File: src/rtl/ram_reader.sv
`default_nettype none
// ============================================================================
//  Module      : ram_reader
//  Description : Follows write strobes into the dual-port sample RAM, fetches
//                each written word in write order and streams it out as four
//                LANE_W samples over a valid/ready handshake.
//  Revision    : 1.0 - initial release
// ============================================================================
module ram_reader #(
    parameter int ADDR_W     = 14,
    parameter int DATA_W     = 64,
    parameter int LANE_W     = 16,
    parameter int ADDR_MIN   = 1,
    parameter int ADDR_MAX   = 'h3FFF,
    parameter int START_ADDR = 2,
    parameter int RD_LATENCY = 2
) (
    input  logic              i_clk,
    input  logic              i_rst,
    input  logic              i_wr_en,
    output logic [ADDR_W-1:0] o_rd_address,
    output logic              o_rd_en,
    input  logic [DATA_W-1:0] i_rd_data,
    output logic [LANE_W-1:0] o_sample,
    output logic              o_sample_valid,
    input  logic              i_sample_ready,
    output logic [ADDR_W-1:0] o_level,
    output logic              o_overflow
);

    localparam logic [1:0] c_IDLE  = 2'd0;
    localparam logic [1:0] c_ISSUE = 2'd1;
    localparam logic [1:0] c_WAIT  = 2'd2;
    localparam logic [1:0] c_SHIFT = 2'd3;

    localparam logic [ADDR_W-1:0] c_ADDR_MIN   = ADDR_W'(ADDR_MIN);
    localparam logic [ADDR_W-1:0] c_ADDR_MAX   = ADDR_W'(ADDR_MAX);
    localparam logic [ADDR_W-1:0] c_START_ADDR = ADDR_W'(START_ADDR);
    localparam logic [ADDR_W-1:0] c_DEPTH      = ADDR_W'(ADDR_MAX - ADDR_MIN + 1);
    localparam logic [1:0]        c_WAIT_INIT  = 2'(RD_LATENCY - 1);

    logic [1:0]        r_state;
    logic [1:0]        r_wait;
    logic [1:0]        r_lane;
    logic [DATA_W-1:0] r_hold;
    logic [ADDR_W-1:0] r_ptr;
    logic [ADDR_W-1:0] r_level;
    logic              r_overflow;

    logic              w_rd;
    logic              w_full;
    logic [ADDR_W-1:0] w_ptr_next;

    assign w_rd       = (r_state == c_ISSUE);
    assign w_full     = (r_level == c_DEPTH);
    assign w_ptr_next = (r_ptr == c_ADDR_MAX) ? c_ADDR_MIN : r_ptr + 1'b1;

    assign o_rd_en        = w_rd;
    assign o_rd_address   = r_ptr;
    assign o_level        = r_level;
    assign o_overflow     = r_overflow;
    assign o_sample_valid = (r_state == c_SHIFT);

    always_comb begin
        o_sample = r_hold[LANE_W-1:0];
        case (r_lane)
            2'd1:    o_sample = r_hold[2*LANE_W-1:LANE_W];
            2'd2:    o_sample = r_hold[3*LANE_W-1:2*LANE_W];
            2'd3:    o_sample = r_hold[4*LANE_W-1:3*LANE_W];
            default: o_sample = r_hold[LANE_W-1:0];
        endcase
    end

    // A write into a full ring drops the oldest word by stepping the read pointer.
    always_ff @(posedge i_clk or posedge i_rst) begin
        if (i_rst) begin
            r_ptr      <= c_START_ADDR;
            r_level    <= '0;
            r_overflow <= 1'b0;
        end else begin
            if (i_wr_en && !w_rd) begin
                if (w_full) begin
                    r_overflow <= 1'b1;
                end else begin
                    r_level <= r_level + 1'b1;
                end
            end else if (!i_wr_en && w_rd) begin
                r_level <= r_level - 1'b1;
            end
            if (w_rd || (i_wr_en && w_full)) begin
                r_ptr <= w_ptr_next;
            end
        end
    end

    always_ff @(posedge i_clk or posedge i_rst) begin
        if (i_rst) begin
            r_state <= c_IDLE;
            r_wait  <= 2'd0;
            r_lane  <= 2'd0;
            r_hold  <= '0;
        end else begin
            case (r_state)
                c_IDLE: begin
                    if (r_level != '0) begin
                        r_state <= c_ISSUE;
                    end
                end
                c_ISSUE: begin
                    r_wait  <= c_WAIT_INIT;
                    r_state <= c_WAIT;
                end
                c_WAIT: begin
                    if (r_wait == 2'd0) begin
                        r_hold  <= i_rd_data;
                        r_lane  <= 2'd0;
                        r_state <= c_SHIFT;
                    end else begin
                        r_wait <= r_wait - 1'b1;
                    end
                end
                c_SHIFT: begin
                    if (i_sample_ready) begin
                        if (r_lane == 2'd3) begin
                            r_state <= c_IDLE;
                        end else begin
                            r_lane <= r_lane + 1'b1;
                        end
                    end
                end
                default: r_state <= c_IDLE;
            endcase
        end
    end

endmodule
`default_nettype wire
File: config.mk
export PLATFORM = sky130hd
export DESIGN_NAME = ram_reader
export DESIGN_NICKNAME = d
export VERILOG_FILES = /design/src/rtl/ram_reader.sv
export SDC_FILE = /design/constraint.sdc
export NUM_CORES = 1
export LEC_CHECK = 0
export ABC_AREA = 1
export ABC_CLOCK_PERIOD_IN_PS = 5900
export CORE_MARGIN = 2
export CORE_UTILIZATION = 50
export CTS_CLUSTER_DIAMETER = 120
export CTS_CLUSTER_SIZE = 14
export DETAILED_ROUTE_END_ITERATION = 10
export PLACE_DENSITY = 0.85
export SYNTH_ARGS = -nofsm -noshare
export SYNTH_HDL_FRONTEND = slang
export SYNTH_SLANG_ARGS = --single-unit
File: constraint.sdc
create_clock -name i_clk -period 5.9 [get_ports i_clk]
set_input_delay 1.18 -clock i_clk [delete_from_list [all_inputs] [get_ports i_clk]]
set_output_delay 1.18 -clock i_clk [all_outputs]
set_load 0.05 [all_outputs]
After elaboration in Yosys (flattened, before gate mapping)
Index checks and enable logic that the tools add are counted.
{ "op_classes": {"addsub": 5, "n_eq_ne": 15, "muxes": 16, "reduce_logical": 18} }
{ "op_table": {"columns": ["cell", "n"], "rows": [
  ["$mux 14", 4],
  ["$pmux 16 s3", 1],
  ["$add 14x1->14 const B", 2],
  ["$eq 14x14->1 const B", 2],
  ["$mux 2", 8],
  ["$reduce_bool 14->1", 1],
  ["$sub 14x1->14 const B", 1],
  ["$ne 2x2->1 const B", 5],
  ["$eq 2x2->1 const B", 4],
  ["$pmux 2 s2", 2],
  ["$pmux 2 s4", 1],
  ["$reduce_and 2->1", 4],
  ["$reduce_and 4->1", 2],
  ["$reduce_bool 2->1", 3],
  ["$eq 2x1->1 const B", 2],
  ["$logic_not 2->1", 2],
  ["$ne 2x1->1 const B", 2],
  ["$logic_and 1x1->1", 3],
  ["$add 2x1->2 const B", 1],
  ["$logic_not 1->1", 2],
  ["$sub 2x1->2 const B", 1],
  ["$logic_or 1x1->1", 1]
]} }
{ "word_totals": {"regBits": 99, "inputBits": 68, "output_inout_bits": 47} }

Logic depth before layout (Yosys ltp)
{ "depth": {"ltp_word": 5, "depth_mapped": 14, "depth_no_buf": 14} }

Least setup slack after synthesis
No wires, ideal clock.
{ "synth_path": {"path_type": "flip-flop to output port", "startpoint": "register r_lane[0]", "endpoint": "output port o_sample[0]", "arrival_ns": 2.069, "required_ns": 4.720, "path_slack_ns": 2.651, "path_stages_with_launch": 7, "path_buffers": 2, "path_cell_list": "dfrtp_1 > inv_1 > ha_1 > clkbuf_1 > clkbuf_1 > nand2_1 > a32oi_1"} }
{ "synth_via": {"elab_chain_cells": 2, "elab_cells_between_ends": 4, "classes_between": "eq/ne (3); mux (1)"} }
{ "synth_lines": {"columns": ["item", "line", "rtl"], "rows": [
  ["start, declared", "44", "logic [1:0] r_lane;"],
  ["start signal, assigned", "127", "r_lane <= r_lane + 1'b1;"],
  ["$eq 2x2->1 / $eq 2x1->1 (equally long branches)", "66", "case (r_lane)"],
  ["$pmux 16 s3 (*)", "66", null],
  ["end, declared", "24", "output logic [LANE_W-1:0] o_sample,"]
]} }
Every way passes the cells marked *; elsewhere a longest branch is shown, timed or not.

Final worst setup path
{ "layout_path": {"startpoint": "register r_lane[0]", "endpoint": "output port o_sample[8]"} }
The elaborated chain is that of the path after synthesis.

==> flow_summary.yaml <==
synth:
  yosysUniqueCellTypes: 32
  synth_seq_cells: 99
  yosysWarnings: 0
  synth_top_area_share_pct: 44.64
  yosysTopAreaCell: "dfrtp_1"
  syn_area_um2: 5494
  syn_inst: 643
  ys_top_cells_by_area: "dfrtp_1 (45%), nand2_1 (11%), mux2_2 (9.8%)"
  postSynthAreaPerCell_um2: 8.544
  synth-main-ff-cell: "dfrtp_1"
  async_reset_ff_share_pct: 100.0
  synth_edf_count: 0
  synth_fp_nets: 736
  synth-seq-area-share_pct: 45.12
  post-synth-top-count-cell: "nand2_1"
  synth_common_cells: "nand2_1 (160), dfrtp_1 (98), inv_1 (81), nor2_1 (50), mux2_2 (48)"
global_route:
  grt_max_degree: 81
  grt_usage_pct: 23.64
  grt_pass1_wl_mm: 21.78
  grt_pass1_vias: 4667
  grt_antenna_before_repair: 0
  gr-total-overflow: 0
layout:
  finalNonFillerCells: 894
  design.final.nets: 842
  area_delta_synth_final_pct: 25.73
  drive_above_1_share_pct: 10.88
  antenna_cells: 0
  design_area_um2: 6908
min_path:
  hp-class: "flop to flop"
floorplan:
  start_util_pct: 50.90
  fp-row-count: 38
  die-width_um: 108.8
  die_area_um2: 11840
  core_um2: 10790
  ios: 115
  die_h_um: 108.8
timing:
  setup_viol: 0
  drv_slew: 0
  finalCritPeriodShare_pct: 72.06
  finClkSkew_ps: 9.846
  fmax_ghz: 0.2352
  tns_ps: 0
  hold_viol_final: 0
  hold_ws_ps: 501.8
  max_slew.worst_pin.slew_ps: 1153
  maxSlewHeadroom_pct: 23.11
  layout_min_cycle_time_ps: 4251
  rsz0062_at_grt: "false"
drt:
  routed_via_density: 5.338
  routedWlPerCell_um: 15.06
  antenna_left: 0
  routed_wl_mm: 13.46
  drt_first_pass_iters: 7
  drc_errors: 0
  num_vias: 4772
  first_iter_violations: 368
clock_network:
  cts_resized: 0
  cts_buffer_depth: 2
  clk_pin_slew_ps: 100
  cts-root-buf: "clkbuf_8"
  worstSkewPairLatency_ps: 370
  postCtsHoldBufs: 0
  post-cts-setup-buffers: 0
  clock-sinks: 99
  cts_buffers: 9
  cts_tree: "built"
  h-tree-depth: 3
power:
  p_leak_nw: 3.187
  power_w: 0.004471
  power.density_nw_per_um2: 647.3
  ir_worst_vdd_mv: 0.4467
worst_setup_path:
  path_max_fanout: 32
  cp_num_buf_inv: 2
  cpPeakStageDelay_ps: 940
  crit_start: "r_lane[0]"
  cp.depth: 5
  r2r_slack_ps: 3180
  critPathRequiredTime_ps: 4720
  slowest_stage: "ha_1"
  crit_arrival_ps: 3070
  r2r_cells: 14
  worstSetupEndpointType: "output port"
  critPathTopFamily: "buffers and inverters"
  rr_startpoint: "r_state[1]"
  worstSetupStartpointType: "flop"
  r2r_end: "o_level[6]"
  crit_type: "flop to output port"
  crit_path_cell_trace: "inv_1, ha_1, a21oi_1, a32oi_1, clkdlybuf4s50_1"
  crit_end: "o_sample[8]"
placed_design:
  dp.cells: 878
  dpl.hpwl_mm: 9.809
  io_buffers: 114
  postPlaceCellArea_um2: 6726
  gp_congestion: 0.9282
flow_run:
  cap_violations: 0
status:
  status: "finished, final reports clean"
## how the worst min path moves through the flow
stage	start	end	slack, ps	cells after the start
6_report	o_rd_address[1]	o_rd_address[1]	500	2
5_1_grt	r_hold[16]	r_hold[16]	530	1
4_1_cts	o_rd_address[1]	o_rd_address[1]	510	2
3_5_place_dp	o_overflow	o_overflow	490	1
3_3_place_gp	o_rd_address[1]	o_rd_address[1]	470	2
2_1_floorplan	r_hold[16]	r_hold[16]	480	1
## flip-flops by register name (all words and copies together) (netlist names)
signal        count
o_level          14
o_overflow        1
o_rd_address     14
r_hold           64
r_lane            2
r_state           2
r_wait            2
## logic make-up (layout without fill, tap and decap cells)
logic type               count (synthesis)  in the layout  share of synthesized area (%)
AND/OR/NAND/NOR                        274            274                          20.63
buffers and inverters                  103            214                          7.492
multiplexers                            48             48                          9.838
flip-flops                              99             99                          45.12
XOR/XNOR                                10             10                          1.594
adder cells (fa/ha/maj)                 25             25                          5.830
AO/OA/AOI/OAI                           84             84                          9.497
## power by group
part	internal, W	switching [W]
Combinational	0.00103	0.00179
Clock	0.000159	0.000249
Sequential	0.00100	0.000242
Total	0.00219	0.00228
## layout make-up
class	count	area [um2]
Inverter	82	310.3
Tap cell	140	175.2
Clock buffer	9	123.9
Multi-Input combinational cell	441	2606
Fill cell	882	3885
Clock inverter	7	57.56
Sequential cell	99	2479
Timing Repair Buffer	116	1156
## stage by stage
stage,setup slack (ps),util [%]
2_1_floorplan,2131,-
3_3_place_gp,2228,62.32
3_5_place_dp,2055,62.32
4_1_cts,1636,64.00
5_1_grt,1408,64.00
6_report,1649,64.00
## cell usage in the layout, fill, tap and decap left out, types with 2 or more instances in the layout
master           synthesis  layout
a21oi_1                 40      40
a21oi_2                  2       2
a32oi_1                 16      16
buf_4                    1       2
clkbuf_8                 0       9
clkdlybuf4s50_1          0     114
clkinvlp_4               0       2
dfrtp_1                 98      98
ha_1                    24      24
inv_1                   81      80
inv_6                    0       2
mux2_2                  48      48
nand2_1                160     159
nand2_2                  1       2
nand3_1                 46      46
nand3b_1                 2       2
nand4_1                  7       7
nor2_1                  50      50
nor3_1                   4       4
o21ai_0                 18      18
o21ai_2                  5       5
or2_2                    2       2
xnor2_1                  2       2
xor2_1                   8       8
## metal layers
metal	vias to the layer above	track usage, %	wire [um]
met5	-	0	0
met4	0	7.967	259
met3	27	4.961	923
met2	190	39.42	6334
met1	2244	30.73	5947
li1	2311	-	-
## tightest hold or removal path, delay by kind of cell, from the launching register on
family           cells  cell delay (ps)
DFF                  1              400
and+or+nand+nor      2              110
Power figures use the tool's default switching activity.
